## src/rtl/vga_pkg.sv

```systemverilog
// Shared VGA timing constants and receiver FSM state encoding.
package vga_pkg;

  localparam int VGA_H_TOTAL     = 800;
  localparam int VGA_V_TOTAL     = 525;
  localparam int VGA_H_ACT_START = 143;
  localparam int VGA_H_ACT_END   = 783;
  localparam int VGA_V_ACT_START = 35;
  localparam int VGA_V_ACT_END   = 515;

  typedef enum logic [1:0] {
    SEARCH = 2'd0,
    H_ACQ  = 2'd1,
    V_ACQ  = 2'd2,
    LOCKED = 2'd3
  } state_t;

endpackage

```

## src/rtl/sync_fall_det.sv

```systemverilog
// 1->0 edge detector on an already-registered sync signal.
module sync_fall_det (
  input  logic i_clk,
  input  logic i_rst,
  input  logic i_sig,
  output logic o_fall
);

  logic r_prev;

  // remember the previous sample so a falling step is visible this cycle
  always_ff @(posedge i_clk or posedge i_rst) begin
    if (i_rst) r_prev <= 1'b0;
    else       r_prev <= i_sig;
  end

  assign o_fall = r_prev & ~i_sig;

endmodule

```

## src/rtl/vga_timing_rx.sv

```systemverilog
// VGA timing receiver: locks onto hs/vs, decodes active pixels, counts
// non-zero pixels per complete frame.
module vga_timing_rx
  import vga_pkg::*;
#(
  parameter int H_TOTAL     = VGA_H_TOTAL,
  parameter int V_TOTAL     = VGA_V_TOTAL,
  parameter int H_ACT_START = VGA_H_ACT_START,
  parameter int H_ACT_END   = VGA_H_ACT_END,
  parameter int V_ACT_START = VGA_V_ACT_START,
  parameter int V_ACT_END   = VGA_V_ACT_END
) (
  input  logic        vga_clk,
  input  logic        clr,
  input  logic        hs,
  input  logic        vs,
  input  logic [3:0]  r,
  input  logic [3:0]  g,
  input  logic [3:0]  b,
  output logic        locked,
  output logic        px_valid,
  output logic [8:0]  row_addr,
  output logic [9:0]  col_addr,
  output logic [11:0] px_rgb,
  output logic        frame_start,
  output logic        err_h,
  output logic        err_v,
  output logic [18:0] frame_px_cnt,
  output logic        cnt_valid
);

  localparam logic [9:0] HL  = 10'(H_TOTAL - 1);
  localparam logic [9:0] VL  = 10'(V_TOTAL - 1);
  localparam logic [9:0] HAS = 10'(H_ACT_START);
  localparam logic [9:0] HAE = 10'(H_ACT_END);
  localparam logic [9:0] VAS = 10'(V_ACT_START);
  localparam logic [9:0] VAE = 10'(V_ACT_END);
  localparam logic [9:0] HLA = 10'(H_ACT_END - 1);
  localparam logic [9:0] VLA = 10'(V_ACT_END - 1);

  logic        r_hs, r_vs;
  logic [11:0] r_rgb;
  logic        w_hs_fall, w_vs_fall;
  logic [9:0]  r_h_cnt, r_v_cnt, w_h_nxt, w_v_nxt;
  state_t      r_state;
  logic        r_h_ok;
  logic [18:0] r_acc, w_base, w_sum;
  logic        w_h_wrap, w_h_good, w_h_bad, w_f_wrap, w_lk;
  logic        w_err_h, w_err_v, w_act, w_first, w_last, w_nz;

  // S1: single input register stage; everything downstream sees only these
  always_ff @(posedge vga_clk or posedge clr) begin
    if (clr) begin
      r_hs  <= 1'b0;
      r_vs  <= 1'b0;
      r_rgb <= '0;
    end else begin
      r_hs  <= hs;
      r_vs  <= vs;
      r_rgb <= {r, g, b};
    end
  end

  sync_fall_det u_hs_fall (.i_clk(vga_clk), .i_rst(clr), .i_sig(r_hs), .o_fall(w_hs_fall));
  sync_fall_det u_vs_fall (.i_clk(vga_clk), .i_rst(clr), .i_sig(r_vs), .o_fall(w_vs_fall));

  // h_cnt reaches H_TOTAL-1 in the cycle a correct hs fall shows up, so the
  // next-count value is the position of the S1 sample being decoded now
  assign w_h_wrap = (r_h_cnt == HL);
  assign w_h_good = w_hs_fall & w_h_wrap;
  assign w_h_bad  = w_hs_fall ^ w_h_wrap;
  assign w_f_wrap = w_h_wrap & (r_v_cnt == VL);
  assign w_lk     = (r_state == LOCKED);
  assign w_err_h  = w_lk & w_h_bad;
  assign w_err_v  = w_lk & (w_vs_fall ^ w_f_wrap);

  // next h/v position; a vs+hs fall during V_ACQ pins the frame origin
  always_comb begin
    w_h_nxt = r_h_cnt + 10'd1;
    if (w_hs_fall || w_h_wrap) w_h_nxt = '0;
    w_v_nxt = r_v_cnt;
    if (r_state == V_ACQ && w_h_good && w_vs_fall) w_v_nxt = '0;
    else if (w_h_wrap) w_v_nxt = (r_v_cnt == VL) ? '0 : r_v_cnt + 10'd1;
  end

  assign w_act   = w_lk & ~w_err_h & ~w_err_v &
                   (w_h_nxt >= HAS) & (w_h_nxt < HAE) &
                   (w_v_nxt >= VAS) & (w_v_nxt < VAE);
  assign w_first = w_act & (w_h_nxt == HAS) & (w_v_nxt == VAS);
  assign w_last  = w_act & (w_h_nxt == HLA) & (w_v_nxt == VLA);
  assign w_nz    = |r_rgb;
  assign w_base  = w_first ? '0 : r_acc;
  assign w_sum   = w_base + {18'd0, w_nz};

  // position counters
  always_ff @(posedge vga_clk or posedge clr) begin
    if (clr) begin
      r_h_cnt <= '0;
      r_v_cnt <= '0;
    end else begin
      r_h_cnt <= w_h_nxt;
      r_v_cnt <= w_v_nxt;
    end
  end

  // acquisition FSM; locked mirrors LOCKED as a registered output
  always_ff @(posedge vga_clk or posedge clr) begin
    if (clr) begin
      r_state <= SEARCH;
      r_h_ok  <= 1'b0;
      locked  <= 1'b0;
    end else begin
      case (r_state)
        SEARCH: if (w_hs_fall) begin
          r_h_ok  <= 1'b0;
          r_state <= H_ACQ;
        end
        H_ACQ: if (w_h_good) begin
          r_h_ok <= ~r_h_ok;
          if (r_h_ok) r_state <= V_ACQ;
        end else if (w_h_bad) begin
          r_h_ok <= 1'b0;
        end
        V_ACQ: if (w_h_bad) begin
          r_h_ok  <= 1'b0;
          r_state <= H_ACQ;
        end else if (w_h_good && w_vs_fall) begin
          r_state <= LOCKED;
          locked  <= 1'b1;
        end
        LOCKED: if (w_err_h || w_err_v) begin
          r_state <= SEARCH;
          locked  <= 1'b0;
        end
        default: r_state <= SEARCH;
      endcase
    end
  end

  // pixel outputs, error pulses and the per-frame non-zero pixel count
  always_ff @(posedge vga_clk or posedge clr) begin
    if (clr) begin
      px_valid     <= 1'b0;
      row_addr     <= '0;
      col_addr     <= '0;
      px_rgb       <= '0;
      frame_start  <= 1'b0;
      err_h        <= 1'b0;
      err_v        <= 1'b0;
      frame_px_cnt <= '0;
      cnt_valid    <= 1'b0;
      r_acc        <= '0;
    end else begin
      px_valid    <= w_act;
      frame_start <= w_first;
      err_h       <= w_err_h;
      err_v       <= w_err_v;
      cnt_valid   <= w_last;
      if (w_act) begin
        col_addr <= w_h_nxt - HAS;
        row_addr <= 9'(w_v_nxt - VAS);
        px_rgb   <= r_rgb;
      end
      // a partial frame never reaches the last pixel, so it is simply dropped
      if (!w_lk)      r_acc <= '0;
      else if (w_act) r_acc <= w_sum;
      if (w_last) frame_px_cnt <= w_sum;
    end
  end

endmodule

```

## config.mk

```make
export PLATFORM = sky130hd
export DESIGN_NAME = vga_timing_rx
export DESIGN_NICKNAME = d
export VERILOG_FILES = /design/src/rtl/vga_pkg.sv /design/src/rtl/sync_fall_det.sv /design/src/rtl/vga_timing_rx.sv
export SDC_FILE = /design/constraint.sdc
export NUM_CORES = 1
export LEC_CHECK = 0
export CAP_MARGIN = 20
export CORE_UTILIZATION = 55
export CTS_CLUSTER_DIAMETER = 120
export CTS_CLUSTER_SIZE = 24
export DETAILED_ROUTE_END_ITERATION = 16
export GPL_TIMING_DRIVEN = 0
export MAX_ROUTING_LAYER = met4
export PLACE_DENSITY = 0.79
export SLEW_MARGIN = 30
export SYNTH_ARGS = -nofsm -noshare
export SYNTH_HDL_FRONTEND = slang
export SYNTH_SLANG_ARGS = --single-unit
```

## constraint.sdc

```tcl
create_clock -name vga_clk -period 7 [get_ports vga_clk]
set_clock_uncertainty 0.1 [all_clocks]
set_input_delay 1.4 -clock vga_clk [delete_from_list [all_inputs] [get_ports vga_clk]]
set_output_delay 1.4 -clock vga_clk [all_outputs]
set_load 0.05 [all_outputs]
```

Yosys cells after proc, flatten, opt, wreduce, memory -nomap -nowiden
Index checks and enable logic that the tools add are counted.
- $add $sub $neg: 5
- $lt $le $gt $ge: 4
- equal/unequal tests: 17
- mux-type cells: 22
- bitwise gates (word level): 23
- reduce and logical (&&, ||, !) cells: 12
- operator list (cell ; number):
    2-to-1 mux 19 bit ; 3
    equality test 10 bit, second input constant ; 4
    2-to-1 mux 10 bit ; 4
    adder 10 x 1 -> 10 bit, second input constant ; 2
    less-than comparator 10 bit, second input constant ; 2
    adder 19 x 1 -> 19 bit ; 1
    AND 1 bit ; 16
    2-to-1 mux 2 bit ; 6
    OR reduction 12 bit ; 1
    equality test 10 x 6 -> 1 bit, second input constant ; 1
    equality test 10 x 8 -> 1 bit, second input constant ; 1
    >= comparator 10 x 6 -> 1 bit, second input constant ; 1
    >= comparator 10 x 8 -> 1 bit, second input constant ; 1
    subtractor 10 x 8 -> 10 bit, second input constant ; 1
    subtractor 9 x 6 -> 9 bit, second input constant ; 1
    inequality test 2 bit, second input constant ; 4
    one-hot mux 2 bit (4 select lines) ; 1
    2-to-1 mux 1 bit ; 6
    inequality test 2 x 1 -> 1 bit, second input constant ; 3
    inverter 1 bit ; 5
    AND reduction 5 bit ; 1
    equality test 2 bit, second input constant ; 2
    AND reduction 4 bit ; 1
    logical AND 1 bit ; 3
    10 further kinds ; 12
- register bits: 114
- input bits: 16
- word-level logic and storage cells: 103

Longest topological paths before layout
- depth in word-level cells: 17
- depth in mapped cells: 26

Hierarchy
Synthesis repeated with hierarchy kept, for this count alone.
- cells, all modules: 609
- area, all modules: 6133.4 um^2
- modules (own cells, without submodules) (module ; times used ; cells each ; area each (um^2) ; seq. area each (um^2)):
    vga_timing_rx ; 1 ; 603 ; 6048.3 ; 2802.7
    sync_fall_det ; 2 ; 3 ; 42.5 ; 25.0

Worst setup path after synthesis
OpenSTA, ideal clock, no wires.
- kind: flip-flop to flip-flop
- from: register r_h_cnt[0]
- to: register r_acc[18]
- arrival: 5226 ps
- required time: 6836 ps
- setup slack: 1610 ps
- stages on the path, launching flop included: 27
- period minus slack after synthesis: 5390 ps
- path through: dfrtp_1 > ha_1 > buf_2 > nand3_1 > nor3_4 > inv_4 > ha_1 > nand2b_1 > inv_1 > ha_1 > and4_1 > a41o_1 > nor3_1 > and4bb_1 > nand2_1 > nor3_1 > nor2b_1 > ha_1 > ha_1 > nand3_1 > or2_2 > nor2_1 > and2_1 > nand3_1 > or3_1 > a211oi_1 > a21o_1
- elaborated cells between the ends (all ways): 35
- those cells by class: add/sub: 2; order compare: 4; eq/ne: 4; mux: 6; bitwise: 16; reduce/logical: 3
- RTL lines (what ; line ; text):
    start: declaration ; vga_timing_rx.sv:44 ; logic [9:0] r_h_cnt, r_v_cnt, w_h_nxt, w_v_nxt;
    start signal: assignment ; vga_timing_rx.sv:101 ; r_h_cnt <= w_h_nxt;
    branches (longest 2 deep; another with adder 10 x 1 -> 10 bit) ; -- ;
    2-to-1 mux 10 bit (*) ; vga_timing_rx.sv:80 ; if (w_hs_fall || w_h_wrap) w_h_nxt = '0;
    net w_h_nxt[0] ; vga_timing_rx.sv:44 ;
    >= comparator 10 x 8 -> 1 bit ; vga_timing_rx.sv:87 ; (w_h_nxt >= HAS) & (w_h_nxt < HAE) &
    AND 1 bit ; vga_timing_rx.sv:86 ; assign w_act = w_lk & ~w_err_h & ~w_err_v &
    AND 1 bit (2 in series) ; vga_timing_rx.sv:87 ;
    AND 1 bit ; vga_timing_rx.sv:88 ; (w_v_nxt >= VAS) & (w_v_nxt < VAE);
    AND 1 bit (*) (2 in series) ; vga_timing_rx.sv:89 ; assign w_first = w_act & (w_h_nxt == HAS) & (w_v_nxt == VAS);
    net w_first ; vga_timing_rx.sv:49 ; logic w_err_h, w_err_v, w_act, w_first, w_last, w_nz;
    2-to-1 mux 19 bit (*) ; vga_timing_rx.sv:92 ; assign w_base = w_first ? '0 : r_acc;
    adder 19 x 1 -> 19 bit (*) ; vga_timing_rx.sv:93 ; assign w_sum = w_base + {18'd0, w_nz};
    2-to-1 mux 19 bit (*) ; vga_timing_rx.sv:166 ; else if (w_act) r_acc <= w_sum;
    2-to-1 mux 19 bit (*) ; vga_timing_rx.sv:165 ; if (!w_lk) r_acc <= '0;
    end signal: assignment ; vga_timing_rx.sv:166 ;
    end: declaration ; vga_timing_rx.sv:47 ; logic [18:0] r_acc, w_base, w_sum;
Mark *: on every way through the listed nets, which the timed path passes. The select of a mux whose other input is x is not followed.
A chain may end at the register's enable or synchronous reset.

Worst setup path in the final report
- from: register r_h_cnt[0]
- to: register frame_px_cnt[18]
- elaborated cells between the ends (all ways): 36
- those cells by class: add/sub: 2; order compare: 4; eq/ne: 5; mux: 4; bitwise: 18; reduce/logical: 3
- RTL lines (what ; line ; text):
    branches (longest 2 deep; another with adder 10 x 1 -> 10 bit) ; -- ;
    2-to-1 mux 10 bit (*) ; vga_timing_rx.sv:80 ;
    net w_h_nxt[0] ; vga_timing_rx.sv:44 ;
    >= comparator 10 x 8 -> 1 bit ; vga_timing_rx.sv:87 ;
    AND 1 bit ; vga_timing_rx.sv:86 ;
    AND 1 bit (2 in series) ; vga_timing_rx.sv:87 ;
    AND 1 bit ; vga_timing_rx.sv:88 ;
    AND 1 bit (*) (2 in series) ; vga_timing_rx.sv:89 ;
    net w_first ; vga_timing_rx.sv:49 ;
    2-to-1 mux 19 bit (*) ; vga_timing_rx.sv:92 ;
    adder 19 x 1 -> 19 bit (*) ; vga_timing_rx.sv:93 ;
    end signal: assignment ; vga_timing_rx.sv:167 ; if (w_last) frame_px_cnt <= w_sum;
    end: declaration ; vga_timing_rx.sv:28 ; output logic [18:0] frame_px_cnt,
Mark *: on every way through the listed nets, which the timed path passes.

==> results.sh <==
export IMPL_final_common_cell="dfrtp_1"
export IMPL_cts_resized=0
export IMPL_syn_to_final_growth_pct=24.92
export IMPL_routed_wirelength_um=14040
export IMPL_rsz0062_at_grt="false"
export IMPL_grt_pass1_vias=4830
export IMPL_core_mm2=0.01046
export IMPL_cp_common_cell="ha_1"
export IMPL_maxCapViolations=0
export IMPL_finalInstanceArea_mm2=0.007496
export IMPL_synth_seq_cells=114
export IMPL_p_clk_share_pct=47.5
export IMPL_slowest_stage="nor3_4"
export IMPL_switching_share_pct=27.24
export IMPL_dieArea_mm2=0.01133
export IMPL_num_fill_cells=781
export IMPL_synthSimpleGateAreaFrac_pct=21.43
export IMPL_path_max_fanout=10
export IMPL_utilization_pct=71.65
export IMPL_power_frac_comb_pct=12.7
export IMPL_dr_total_vias=4826
export IMPL_clock_fmax_mhz=156.4
export IMPL_synth_fa_ha_area_share_pct=3.545
export IMPL_syn_area_per_cell_um2=10.17
export IMPL_crit_path_start_kind="flop"
export IMPL_numCtsBuffers=17
export IMPL_maxSlewViolCount=0
export IMPL_drive_above_1_share_pct=13.69
export IMPL_end_kind="flop"
export IMPL_synth_cells=590
export IMPL_grt_ovfl_total=0
export IMPL_initial_core_util_pct=57.35
export IMPL_netSwitchingPower_mw=0.4772
export IMPL_synth_cell_types=74
export IMPL_max_stage_delay_ns=0.44
export IMPL_period_share_pct=91.35
export IMPL_setup_viol=0
export IMPL_setup_slack_ns=0.6054
export IMPL_async_flop_share_pct=100.0
export IMPL_yosys_warnings=0
export IMPL_syn_nets=623
export IMPL_vias_per_cell=5.814
export IMPL_hold_viol=0
export IMPL_period_needed_ns=6.395
export IMPL_dp_cells=798
export IMPL_cts_num_sinks=114
export IMPL_p_per_area_mw_per_mm2=233.7
export IMPL_power_mw=1.752
export IMPL_arrival_ns=6.76
export IMPL_muxShareOfSynthArea_pct=4.733
export IMPL_hp_start="r_hs$_DFF_PP0_"
export IMPL_final_cell_mix="dfrtp_1, nand2_1, clkdlybuf4s50_1, nor2_1, o21ai_0"
export IMPL_synth_area_mm2=0.006001
export IMPL_ios=72
export IMPL_pre_cts_slack_ns=0.6994
export IMPL_cts_setup_buffers=0
export IMPL_crit_type="reg2reg"
export IMPL_instances_no_fill=830
export IMPL_die_h_um=106.5
export IMPL_pwr_share_seq_pct=39.9
export IMPL_nets=714
export IMPL_clkTransAtPathRegs_ns=0.06
export IMPL_synth_xor_area_share_pct=6.422
export IMPL_ant_nets=0
export IMPL_place_area_mm2=0.006917
export IMPL_drc=0
export IMPL_whs_ns=0.2703
export IMPL_synth_top_family_by_area="simple AND/OR/NAND/NOR gates"
export IMPL_grtUsageTotal_pct=27.75
export IMPL_first_iter_violations=281
export IMPL_n_antenna_cell=0
export IMPL_first_pass_iters=5
export IMPL_ir_drop_mv=0.1963
export IMPL_h_tree_depth=4
export IMPL_post_drt_wl_per_cell_um=16.92
export IMPL_antenna_found_initial=0
export IMPL_clockRootBuffer="clkbuf_8"
export IMPL_ctsHoldBuffers=0
export IMPL_regArea_mm2=0.002853
export IMPL_hp_class="reg2reg"
export IMPL_p_int_mw=1.274
export IMPL_setup_tns_ns=0
export IMPL_seq_area_frac_synth_pct=47.54
export IMPL_die_x_um=106.5
export IMPL_r2r_start="r_h_cnt[0]$_DFF_PP0_"
export IMPL_dp_hpwl_um=9641
export IMPL_required_ns=7.37
export IMPL_clk_path_buf_depth=2
export IMPL_relSlewSlack_pct=49.19
export IMPL_placementRows=37
export IMPL_grt_max_degree=81
export IMPL_synth_flop_cell="dfrtp_1"
export IMPL_p_leak_nw=3.417
export IMPL_clk_latency_ns=0.53
export IMPL_worst_pin_slew_ns=0.7587
export IMPL_startpoint="r_h_cnt[0]$_DFF_PP0_"
export IMPL_place_gp_congestion=0.9021
export IMPL_status="complete, no violations"
export IMPL_cts_tree="done"
export IMPL_synth_compound_area_share_pct=12.84
export IMPL_synth_edf_count=0
export IMPL_multiInputGateArea_mm2=0.002945
export IMPL_io_buffers=71
export IMPL_grt_pass1_wl_um=23480
[worst paths after layout]
| kind | slack (ns) | to | cells past startpoint |
|---|---|---|---|
| max | 0.61 | frame_px_cnt[18]$_DFFE_PP0P_ | 26 |
| min | 0.27 | u_hs_fall.r_prev$_DFF_PP0_ | 0 |
| max reg2reg | 0.61 | frame_px_cnt[18]$_DFFE_PP0P_ | 26 |
| min reg2reg | 0.27 | u_hs_fall.r_prev$_DFF_PP0_ | 0 |
| max in group asynchronous | 5.01 | col_addr[8]$_DFFE_PP0P_ | 3 |
| min in group asynchronous | 1.13 | row_addr[7]$_DFFE_PP0P_ | 2 |
[layout make-up]
| cell class | count | share of cell area [%] |
|---|---|---|
| timing repair buffer | 72 | 9.848 |
| buffer | 25 | 1.803 |
| multi-input combinational | 432 | 39.29 |
| sequential | 114 | 38.06 |
| tap | 136 | 2.270 |
| clock buffer | 17 | 5.525 |
| clock inverter | 15 | 2.120 |
| inverter | 19 | 1.085 |
[critical path, delay by kind of cell (launching register included)]
| family | cells | cell delay (ns) |
|---|---|---|
| adders and majority gates | 5 | 1.13 |
| DFF | 1 | 0.43 |
| AOI/OAI and AO/OA | 2 | 0.55 |
| and+or+nand+nor | 15 | 3.51 |
| muxes | 1 | 0.19 |
| buffers and inverters | 3 | 0.42 |
[synthesized netlist by cell type (4+ instances only)]
| master | number | share of area [%] |
|---|---|---|
| nor2_1 | 33 | 2.1 |
| and4_1 | 5 | 0.73 |
| and2_1 | 7 | 0.73 |
| mux2_2 | 11 | 2.1 |
| and3_1 | 5 | 0.52 |
| a31o_2 | 4 | 0.58 |
| a221o_1 | 12 | 2.0 |
| nand3_1 | 25 | 2.1 |
| nor2b_1 | 13 | 1.4 |
| nand4_1 | 6 | 0.63 |
| a21o_1 | 4 | 0.50 |
| inv_1 | 17 | 1.1 |
| mux2_4 | 10 | 2.5 |
| buf_2 | 12 | 1.0 |
| dfrtp_1 | 114 | 48 |
| xor2_1 | 17 | 2.5 |
| or3_1 | 6 | 0.63 |
| o31ai_1 | 4 | 0.50 |
| ha_1 | 17 | 3.5 |
| nand2b_1 | 8 | 0.83 |
| o21a_1 | 5 | 0.63 |
| o21ai_0 | 29 | 2.4 |
| nor4_1 | 11 | 1.1 |
| nor3_1 | 17 | 1.4 |
| clkbuf_1 | 8 | 0.50 |
| nand2_1 | 85 | 5.3 |
| a21oi_1 | 13 | 1.1 |
| xnor2_1 | 27 | 3.9 |
[state kept, by name (all words and copies together), names as in the netlist, 2 cells and up]
register / count
frame_px_cnt: 19
r_acc: 19
px_rgb: 12
r_rgb: 12
col_addr: 10
r_h_cnt: 10
r_v_cnt: 10
row_addr: 9
r_state: 2
[cell families after synthesis]
| kind of cell | count (synthesis) |
|---|---|
| AND/OR/NAND/NOR | 244 |
| flip-flops | 114 |
| AO/OA/AOI/OAI | 105 |
| XOR/XNOR | 44 |
| buffers and inverters | 44 |
| multiplexers | 22 |
| adder cells (fa/ha/maj) | 17 |
[power groups by stage]
stage               clock network, mW  logic [mW]  registers, mW
floorplan                           0       0.157          0.711
global placement                    0       0.210          0.708
detailed placement                  0       0.218          0.710
CTS                             0.842       0.222          0.698
global route                    0.870       0.248          0.701
finish                          0.831       0.222          0.698
[routing by layer]
metal | vias up | track usage [%] | part of all wire, %
met1 | 2371 | 35.81 | 45
met4 | 0 | 10.57 | 2.2
met3 | 23 | 5.947 | 4.4
met5 | - | - | 0
li1 | 2295 | - | -
met2 | 137 | 43.18 | 48
Power figures use the tool's default switching activity.
